### src/rtl/div_unit_pkg.sv
// div_unit_pkg: shared divider width and FSM state encodings
package div_unit_pkg;
  localparam int DIV_WIDTH = 32;
  typedef enum logic [1:0] {DIV_IDLE, DIV_BUSY, DIV_DONE} div_state_e;
endpackage

### src/rtl/div_unit_if.sv
// div_unit_if: divider request/result bundle; div_zero_o exists only with DIV_ZERO_DETECT_EN
interface div_unit_if import div_unit_pkg::*; #(parameter int WIDTH = DIV_WIDTH);
  logic start_i;
  logic signed_i;
  logic annul_i;
  logic [WIDTH-1:0] dividend_i;
  logic [WIDTH-1:0] divisor_i;
  logic busy_o;
  logic ready_o;
  logic [WIDTH-1:0] hi_o;
  logic [WIDTH-1:0] lo_o;
`ifdef DIV_ZERO_DETECT_EN
  logic div_zero_o;
`endif
  modport slave (
    input start_i, signed_i, annul_i, dividend_i, divisor_i,
    output busy_o, ready_o, hi_o, lo_o
`ifdef DIV_ZERO_DETECT_EN
    , div_zero_o
`endif
  );
  modport master (
    output start_i, signed_i, annul_i, dividend_i, divisor_i,
    input busy_o, ready_o, hi_o, lo_o
`ifdef DIV_ZERO_DETECT_EN
    , div_zero_o
`endif
  );
endinterface

### src/rtl/div_unit_step.sv
// div_step: one combinational restoring iteration with a WIDTH+1 bit compare/subtract
module div_step #(parameter int WIDTH = 32) (
  input  logic [WIDTH-1:0] rem_in,
  input  logic [WIDTH-1:0] quo_in,
  input  logic [WIDTH-1:0] divisor,
  output logic [WIDTH-1:0] rem_out,
  output logic [WIDTH-1:0] quo_out
);
  logic [WIDTH:0] sh;
  logic ge;
  assign sh = {rem_in, quo_in[WIDTH-1]};
  assign ge = sh >= {1'b0, divisor};
  assign rem_out = ge ? WIDTH'(sh - {1'b0, divisor}) : sh[WIDTH-1:0];
  assign quo_out = {quo_in[WIDTH-2:0], ge};
endmodule

### src/rtl/div_unit.sv
// div_unit: multi-cycle radix-2 restoring DIV/DIVU producing HI/LO write data; DIV_ZERO_DETECT_EN enables the divide-by-zero shortcut
module div_unit import div_unit_pkg::*; #(parameter int WIDTH = DIV_WIDTH) (
  input logic clk,
  input logic rst,
  div_unit_if.slave bus
);
  localparam int CW = $clog2(WIDTH);
  div_state_e state, state_nx;
  logic [CW-1:0] cnt;
  logic [WIDTH-1:0] rem, quo, dvs, rem_nx, quo_nx, hi, lo;
  logic qneg, rneg, ready, zero_go, accept, a_neg, b_neg;
  logic [WIDTH-1:0] a_abs, b_abs;
  assign accept = state == DIV_IDLE && bus.start_i && !bus.annul_i;
  assign a_neg = bus.signed_i & bus.dividend_i[WIDTH-1];
  assign b_neg = bus.signed_i & bus.divisor_i[WIDTH-1];
  assign a_abs = a_neg ? -bus.dividend_i : bus.dividend_i;
  assign b_abs = b_neg ? -bus.divisor_i : bus.divisor_i;
`ifdef DIV_ZERO_DETECT_EN
  assign zero_go = bus.divisor_i == '0;
`else
  assign zero_go = 1'b0;
`endif
  div_step #(.WIDTH(WIDTH)) u_step (
    .rem_in(rem), .quo_in(quo), .divisor(dvs), .rem_out(rem_nx), .quo_out(quo_nx)
  );
  // next state: annul wins, a zero divisor may skip straight to DONE, DONE always returns to IDLE
  always_comb begin
    state_nx = bus.annul_i ? DIV_IDLE :
               state == DIV_IDLE ? (bus.start_i ? (zero_go ? DIV_DONE : DIV_BUSY) : DIV_IDLE) :
               state == DIV_BUSY ? (cnt == CW'(WIDTH - 1) ? DIV_DONE : DIV_BUSY) : DIV_IDLE;
  end
  // operand capture, iteration and sign-corrected result write on leaving DONE
  always_ff @(posedge clk or posedge rst) begin
    if (rst) begin
      state <= DIV_IDLE;
      cnt <= '0;
      rem <= '0;
      quo <= '0;
      dvs <= '0;
      qneg <= 1'b0;
      rneg <= 1'b0;
      hi <= '0;
      lo <= '0;
      ready <= 1'b0;
    end else begin
      state <= state_nx;
      ready <= 1'b0;
      if (accept) begin
        cnt <= '0;
        dvs <= b_abs;
        rem <= zero_go ? bus.dividend_i : '0;
        quo <= zero_go ? '1 : a_abs;
        qneg <= !zero_go && (a_neg ^ b_neg);
        rneg <= !zero_go && a_neg;
      end else if (state == DIV_BUSY) begin
        rem <= rem_nx;
        quo <= quo_nx;
        cnt <= cnt + 1'b1;
      end else if (state == DIV_DONE && !bus.annul_i) begin
        hi <= rneg ? -rem : rem;
        lo <= qneg ? -quo : quo;
        ready <= 1'b1;
      end
    end
  end
`ifdef DIV_ZERO_DETECT_EN
  logic zl, dz;
  // remember a zero-divisor request and flag it alongside its ready pulse
  always_ff @(posedge clk or posedge rst) begin
    if (rst) begin
      zl <= 1'b0;
      dz <= 1'b0;
    end else begin
      zl <= accept ? zero_go : zl;
      dz <= state == DIV_DONE && !bus.annul_i && zl;
    end
  end
  assign bus.div_zero_o = dz;
`endif
  assign bus.busy_o = state == DIV_BUSY;
  assign bus.ready_o = ready;
  assign bus.hi_o = hi;
  assign bus.lo_o = lo;
endmodule

### src/flat_wrapper.sv
// flat-port wrapper written by rule: the top's interface ports become plain ports
module div_unit_flat import div_unit_pkg::*;
#(parameter int WIDTH = DIV_WIDTH)
  (clk, rst, bus_start_i, bus_signed_i, bus_annul_i, bus_dividend_i, bus_divisor_i, bus_busy_o, bus_ready_o, bus_hi_o, bus_lo_o);
  div_unit_if #(.WIDTH(WIDTH)) bus_i ();
  input logic clk;
  input logic rst;
  input wire logic [$bits(bus_i.start_i)-1:0] bus_start_i;
  input wire logic [$bits(bus_i.signed_i)-1:0] bus_signed_i;
  input wire logic [$bits(bus_i.annul_i)-1:0] bus_annul_i;
  input wire logic [$bits(bus_i.dividend_i)-1:0] bus_dividend_i;
  input wire logic [$bits(bus_i.divisor_i)-1:0] bus_divisor_i;
  output wire logic [$bits(bus_i.busy_o)-1:0] bus_busy_o;
  output wire logic [$bits(bus_i.ready_o)-1:0] bus_ready_o;
  output wire logic [$bits(bus_i.hi_o)-1:0] bus_hi_o;
  output wire logic [$bits(bus_i.lo_o)-1:0] bus_lo_o;
  assign bus_i.start_i = bus_start_i;
  assign bus_i.signed_i = bus_signed_i;
  assign bus_i.annul_i = bus_annul_i;
  assign bus_i.dividend_i = bus_dividend_i;
  assign bus_i.divisor_i = bus_divisor_i;
  assign bus_busy_o = bus_i.busy_o;
  assign bus_ready_o = bus_i.ready_o;
  assign bus_hi_o = bus_i.hi_o;
  assign bus_lo_o = bus_i.lo_o;
  div_unit #(.WIDTH(WIDTH)) u_core (.clk(clk), .rst(rst), .bus(bus_i));
endmodule
### config.mk
export PLATFORM = sky130hd
export DESIGN_NAME = div_unit_flat
export DESIGN_NICKNAME = d
export VERILOG_FILES = /design/src/rtl/div_unit_pkg.sv /design/src/rtl/div_unit_if.sv /design/src/rtl/div_unit_step.sv /design/src/rtl/div_unit.sv /design/src/flat_wrapper.sv
export SDC_FILE = /design/constraint.sdc
export NUM_CORES = 1
export LEC_CHECK = 0
export BUFFER_PORTS_ARGS = -buffer_cell sky130_fd_sc_hd__buf_4
export CAP_MARGIN = 20
export CORE_UTILIZATION = 59
export CTS_CLUSTER_SIZE = 8
export DETAILED_ROUTE_END_ITERATION = 7
export HOLD_SLACK_MARGIN = 0.05
export PLACE_DENSITY = 0.89
export SLEW_MARGIN = 10
export SYNTH_ARGS = -nofsm -noshare
export SYNTH_HDL_FRONTEND = slang
export SYNTH_SLANG_ARGS = --single-unit
### constraint.sdc
create_clock -name clk -period 6.04 [get_ports clk]
set_input_delay 0.906 -clock clk [delete_from_list [all_inputs] [get_ports clk]]
set_output_delay 0.906 -clock clk [all_outputs]
set_load 0.01 [all_outputs]
==> results of run 1 <==
## area by class of cell
class                   instances  area (sq um)
clock buffers                  23         498.0
clock inverters                 9         157.7
fillers                      1315          5036
inverters                      54         207.7
multi-input cells             958          6023
flip-flops and latches        170          4254
well taps                     225         281.5
repair buffers                141          1079
## flip-flops by register name (all words and copies together) (netlist names)
signal              count
u_core.bus.hi_o        32
u_core.bus.lo_o        32
u_core.bus.ready_o      1
u_core.cnt              5
u_core.dvs             32
u_core.qneg             1
u_core.quo             32
u_core.rem             32
u_core.rneg             1
u_core.state            2
## path summary, 6_finish.rpt
kind,from,endpoint,slack [ps],cells after the start
max,u_core.rem[3]$_DFFE_PP0N_,u_core.quo[0]$_DFFE_PP0N_,2490,10
min reg2reg,u_core.bus.hi_o[8]$_DFFE_PP0P_,u_core.bus.hi_o[8]$_DFFE_PP0P_,480,2
min,u_core.bus.hi_o[8]$_DFFE_PP0P_,u_core.bus.hi_o[8]$_DFFE_PP0P_,480,2
max in group asynchronous,rst,u_core.rem[14]$_DFFE_PP0N_,4020,3
max reg2reg,u_core.rem[3]$_DFFE_PP0N_,u_core.quo[0]$_DFFE_PP0N_,2490,10
min in group asynchronous,rst,u_core.bus.lo_o[20]$_DFFE_PP0P_,650,2
## cell usage in the layout (no fill, tap or decap), types with 4 or more instances in the layout
cell type	count
nand4_1	7
inv_1	52
nand2b_1	6
o41ai_1	14
and2_1	6
xor2_1	96
nor4_1	13
ha_1	38
nor3_1	13
a32oi_1	5
mux2i_1	9
nor2b_1	4
nand3_1	8
o21bai_1	4
bufinv_16	4
dfrtp_1	170
a31oi_1	10
xnor2_1	55
a22oi_1	33
o31ai_1	24
o21ai_1	48
or3_1	8
clkbuf_8	5
or2_2	4
clkbuf_16	17
o21ai_0	154
buf_4	140
a21o_1	15
nand3b_1	5
nor2_1	63
nand2_1	193
or4_1	8
a21oi_1	60
a211oi_1	5
## layer usage
metal	vias up	share of wire, %	GRT usage (%)	wire [microns]
li1	4584	-	-	-
met4	0	2.2	9.938	585
met5	-	0	0	0
met3	43	7.5	5.333	1971
met2	410	46	44.50	11960
met1	4473	45	41.72	11770
## kinds of logic (layout without fill, tap and decap cells)
| kind of cell | count (synthesis) | after routing |
|---|---|---|
| flops | 170 | 170 |
| compound gates | 397 | 397 |
| buf+inv | 118 | 227 |
| mux | 9 | 9 |
| simple gates | 362 | 362 |
| xor+xnor | 151 | 151 |
| fa+ha+maj | 39 | 39 |
## stage by stage
step,hold slack [ps],instances,area [sq um]
after CTS,486.1,1579,12470
after floorplan,449.8,1246,10710
after global placement,462.2,1547,11820
after global routing,507.5,1580,12500
after detailed placement,472.0,1547,11820
final,478.0,1580,12500
## power by group through the flow
stage | sequential (mW) | clock [mW] | combinational [mW]
after floorplan | 1.60 | 0 | 1.83
after global placement | 1.71 | 0 | 2.19
after detailed placement | 1.73 | 0 | 2.26
after CTS | 1.72 | 1.20 | 2.30
after global routing | 1.77 | 1.25 | 2.59
final | 1.74 | 1.20 | 2.32
## critical path, delay by kind of cell, from the launching register on
kind,cells,cell delay (ps)
compound gates,6,1360
simple gates,2,750
flops,1,480
buf+inv,1,440
fa+ha+maj,1,400
==> flow_metrics.py, run 1 <==
metrics = {
    "yosys": {
        "yosys.area_share.simple_pct": 15.77,
        "ys_seq_area_share_pct": 39.72,
        "avgSynthCellArea_sq_um": 8.596,
        "synthCells": 1246,
        "synth_xor_area_share_pct": 12.35,
        "ys.flop_type": "dfrtp_1",
        "muxShareOfSynthArea_pct": 0.8411,
        "synth_cell_types": 71,
        "synth_area_sq_um": 10710,
        "synth_edf_count": 0,
        "synth_top_family_by_area": "compound AO/OA/AOI/OAI gates",
        "synth_compound_area_share_pct": 22.34,
        "synth_common_cells": "nand2_1, dfrtp_1, o21ai_0, xor2_1, nor2_1",
        "synth_top_area_share_pct": 39.72,
        "synth_seq_cells": 170,
        "synthTopCellsByArea": "dfrtp_1, xor2_1, o21ai_0",
        "yosysWarnings": 0,
        "yosysMostFrequentCell": "nand2_1",
        "synth_top_area_cell": "dfrtp_1",
        "synthAdderAreaFrac_pct": 4.626,
        "synth-async-reset-ratio_pct": 100.0,
        "syn_nets": 1354,
    },
    "global_routing": {
        "gr-total-overflow": 0,
        "grt_usage_pct": 29.18,
        "grt_pass1_wl_microns": 42940,
        "grt_max_degree": 130,
        "antenna_found_initial": 0,
        "grt_pass1_vias": 8725,
    },
    "floorplan": {
        "dieWidth_microns": 136.7,
        "die_y_microns": 136.7,
        "die-area_sq_um": 18700,
        "io_pins": 135,
        "start_util_pct": 61.07,
        "core_sq_um": 17540,
        "std_cell_rows": 48,
    },
    "worst_setup_path": {
        "critPathMaxStageDelay_ps": 550,
        "path_class": "register to register",
        "start_kind": "register",
        "crit_path_cell_trace": "ha_1 -> a21o_1 -> a31oi_1 -> a211oi_1 -> nor4bb_1 -> o21ai_1 -> a211oi_4 -> buf_4 -> nor2_1 -> a221o_1",
        "critPathCaptureType": "register",
        "required_ps": 6360,
        "critical-path-slowest-cell": "nor4bb_1",
        "cp.arrival_ps": 3870,
        "path_max_fanout": 47,
    },
    "routing": {
        "via_count": 9510,
        "wl_per_cell_microns": 16.64,
        "first_pass_iters": 5,
        "ant_nets": 0,
        "viasPerCell": 6.019,
        "drt_iter0_drc": 853,
        "wl_microns": 26290,
        "drcViolationCount": 0,
    },
    "clock_network": {
        "cts.clk_slew.worst_paths_ps": 70,
        "clkLatencyLatePin_ps": 440,
        "postCtsSetupBuffers": 0,
        "cts_max_level": 4,
        "cts-root-buf": "clkbuf_16",
        "cts.repair.resized": 0,
        "cts_sinks": 170,
        "cts_tree": "done",
        "cts_buffers": 17,
        "hold_buffers": 0,
        "cts_buffer_depth": 2,
    },
    "job": {
        "cap_violations": 0,
    },
    "power": {
        "switchingPower_mw": 2.164,
        "clock_power_share_pct": 22.8,
        "ir_drop_v": 0.0002952,
        "leakagePower_nw": 5.715,
        "swShare_pct": 41.14,
        "power.share.combinational_pct": 44.1,
        "p_total_mw": 5.258,
        "power_density_nw_per_um2": 420.7,
        "p_seq_share_pct": 33.1,
        "internal_power_mw": 3.095,
    },
    "timing": {
        "fin_skew_ps": 8.998,
        "tightest_slew_ps": 1112,
        "finalHoldViolCount": 0,
        "fin_crit_ps": 3552,
        "setup_violations": 0,
        "maxSlewViolCount": 0,
        "min_period_over_period_pct": 58.81,
        "timing.setup.tns_ps": 0,
        "worst_slack_ps": 2488,
        "relSlewSlack_pct": 25.87,
        "rsz0062_at_grt": "no",
        "fmax_mhz": 281.5,
    },
    "hold_path": {
        "hold_class": "register to register",
    },
    "place": {
        "globalplace.congestion": 0.9208,
        "place_ws_ps": 2318,
        "place_hpwl_microns": 18790,
        "port-buffer-count": 134,
    },
    "layout": {
        "areaGrowthSynthToFinish_pct": 16.72,
        "utilization_pct": 71.28,
        "num_antenna_cells": 0,
        "drive_gt1_share_pct": 14.61,
        "nets": 1450,
    },
    "outcome": {
        "outcome": "completed",
    },
}
Note: power is estimated with default switching activity, not from simulation.
==> inputs of run 2 (changes only) <==
--- a/config.mk
+++ b/config.mk
@@ -5,13 +5,14 @@
 export SDC_FILE = /design/constraint.sdc
 export NUM_CORES = 1
 export LEC_CHECK = 0
+export ABC_AREA = 1
 export BUFFER_PORTS_ARGS = -buffer_cell sky130_fd_sc_hd__buf_4
 export CAP_MARGIN = 20
-export CORE_UTILIZATION = 59
+export CORE_UTILIZATION = 55
 export CTS_CLUSTER_SIZE = 8
 export DETAILED_ROUTE_END_ITERATION = 7
 export HOLD_SLACK_MARGIN = 0.05
-export PLACE_DENSITY = 0.89
+export PLACE_DENSITY = 0.86
 export SLEW_MARGIN = 10
 export SYNTH_ARGS = -nofsm -noshare
 export SYNTH_HDL_FRONTEND = slang
==> constraint.sdc (replaced) <==
create_clock -name clk -period 2.9 [get_ports clk]
set_input_delay 0.435 -clock clk [delete_from_list [all_inputs] [get_ports clk]]
set_output_delay 0.435 -clock clk [all_outputs]
set_load 0.01 [all_outputs]
==> flow_metrics.py, run 2 <==
metrics = {
    "timing": {
        "rsz0062_at_grt": "no",
        "fin_crit_ps": 2602,
        "tightest_slew_ps": 750.5,
        "relSlewSlack_pct": 49.86,
        "setup_violations": 0,
        "min_period_over_period_pct": 89.72,
        "maxSlewViolCount": 0,
        "fin_skew_ps": 17.94,
        "worst_slack_ps": 298.1,
        "finalHoldViolCount": 0,
        "timing.setup.tns_ps": 0,
        "fmax_mhz": 384.3,
    },
    "worst_setup_path": {
        "start_kind": "register",
        "required_ps": 3220,
        "path_max_fanout": 32,
        "path_class": "register to register",
        "critPathCaptureType": "register",
        "cp.arrival_ps": 2930,
    },
    "layout": {
        "drive_gt1_share_pct": 10.39,
        "regArea_sq_um": 4254,
        "layout_commonest_cell": "nand2_1",
        "final_cell_mix": "nand2_1, inv_1, nand3_1",
        "final_cell_area_sq_um": 15030,
        "num_antenna_cells": 0,
        "areaGrowthSynthToFinish_pct": 14.76,
        "nets": 2279,
        "multi_input_area_sq_um": 7343,
        "nFillCells": 2210,
    },
    "global_routing": {
        "grt_usage_pct": 36.08,
        "gr-total-overflow": 0,
        "grt_pass1_vias": 12990,
        "antenna_found_initial": 0,
        "grt_pass1_wl_microns": 68230,
        "grt_max_degree": 67,
    },
    "power": {
        "ir_drop_v": 0.0004172,
        "power_density_nw_per_um2": 869.0,
        "leakagePower_nw": 8.064,
    },
    "clock_network": {
        "cts_sinks": 170,
        "cts.clk_slew.worst_paths_ps": 70,
        "cts_buffer_depth": 2,
        "cts_max_level": 4,
        "cts_tree": "done",
        "clkLatencyLatePin_ps": 450,
        "cts-root-buf": "clkbuf_16",
        "hold_buffers": 0,
        "postCtsSetupBuffers": 0,
        "cts_buffers": 17,
        "cts.repair.resized": 0,
    },
    "routing": {
        "via_count": 13870,
        "viasPerCell": 5.540,
        "first_pass_iters": 6,
        "drcViolationCount": 0,
        "wl_microns": 43130,
        "ant_nets": 0,
        "wl_per_cell_microns": 17.23,
        "drt_iter0_drc": 1641,
    },
    "floorplan": {
        "io_pins": 135,
        "start_util_pct": 55.96,
        "std_cell_rows": 56,
        "die_y_microns": 156.3,
        "die-area_sq_um": 24430,
        "core_sq_um": 23400,
        "dieWidth_microns": 156.3,
    },
    "yosys": {
        "synthTopCellsByArea": "dfrtp_1, nand2_1, nand3_1",
        "syn_nets": 2167,
        "yosysMostFrequentCell": "nand2_1",
        "synth_common_cells": "nand2_1, inv_1, nand3_1, dfrtp_1, nor2_1",
        "synth_area_sq_um": 13100,
        "ys_seq_area_share_pct": 32.49,
        "yosysWarnings": 0,
        "synth_seq_cells": 170,
        "synth_edf_count": 0,
        "ys.flop_type": "dfrtp_1",
        "synth_top_area_share_pct": 32.49,
        "synthCells": 2059,
        "synth-async-reset-ratio_pct": 100.0,
        "synth_top_area_cell": "dfrtp_1",
        "avgSynthCellArea_sq_um": 6.360,
        "synth_cell_types": 42,
    },
    "outcome": {
        "outcome": "completed",
    },
    "place": {
        "place_hpwl_microns": 34160,
        "port-buffer-count": 134,
        "placed_area_sq_um": 14450,
        "place_ws_ps": 327.1,
        "globalplace.congestion": 1.041,
    },
    "hold_path": {
        "hold_class": "input pin to async pin",
    },
    "job": {
        "cap_violations": 0,
    },
}
## run 2: kinds of logic (layout without fill, tap and decap cells)
logic type / Yosys count / in the layout / share of synthesized area (%)
and+or+nand+nor: 1185 / 1185 / 38.54
buffers and inverters: 386 / 511 / 11.52
AOI/OAI and AO/OA: 213 / 213 / 9.249
DFF: 170 / 170 / 32.49
xor gates and xnor gates: 66 / 66 / 4.414
adders and majority gates: 39 / 39 / 3.784
## run 2: layout make-up
class | count | area share [%]
clock buffers | 18 | 2.922
well taps | 319 | 2.656
multi-input cells | 1503 | 48.86
repair buffers | 158 | 8.309
flip-flops and latches | 170 | 28.31
inverters | 321 | 8.043
clock inverters | 14 | 0.8992
## run 2: metrics by stage
stage                     util [%]  power, mW  hold WS [ps]  std cells
after floorplan                  -      8.552         433.6       2059
after global placement       61.76      10.57         448.9       2471
after detailed placement     61.76      10.63         467.3       2471
after CTS                    64.22      12.96         123.0       2503
after global routing         64.22      14.02         168.6       2503
final                        64.22      13.06         119.2       2503
## run 2: path summary, 6_finish.rpt
path / from / endpoint / slack, ps / cells past startpoint
worst min-delay path: rst / u_core.bus.hi_o[1]$_DFFE_PP0P_ / 120 / 2
worst max-delay path: u_core.rem[23]$_DFFE_PP0N_ / u_core.rem[31]$_DFFE_PP0N_ / 300 / 13
min in group clk: bus_annul_i / u_core.state[1]$_DFF_PP0_ / 200 / 2
worst min register to register: u_core.cnt[3]$_DFFE_PP0N_ / u_core.cnt[3]$_DFFE_PP0N_ / 480 / 1
max in group asynchronous: rst / u_core.dvs[18]$_DFFE_PP0P_ / 2000 / 3
worst max register to register: u_core.rem[23]$_DFFE_PP0N_ / u_core.rem[31]$_DFFE_PP0N_ / 300 / 13
## run 2: power breakdown
part           switching, mW  internal (mW)
combinational           4.82           2.41
clock                   1.07           1.23
sequential             0.663           2.87
total                   6.55           6.51
## run 2: layer usage
| layer | vias up | GRT usage [%] | share of wire, % |
|---|---|---|---|
| met4 | 0 | 17.55 | 4.7 |
| met1 | 6400 | 45.92 | 42 |
| met2 | 566 | 60.97 | 48 |
| li1 | 6778 | - | - |
| met5 | - | 0 | 0 |
| met3 | 122 | 4.043 | 5.3 |
## run 2: worst max-delay path, stage by stage, from the launching register on
cell and delay (ps):
dfrtp_1 440, ha_1 380, nand2_2 140, inv_1 50, a21oi_1 200, nand2_1 120, nand2_1 70, nand2_1 90
nor2_4 360, nand2_4 290, nand2_1 180, nand2_1 60, nand2_1 50, nand2_1 50
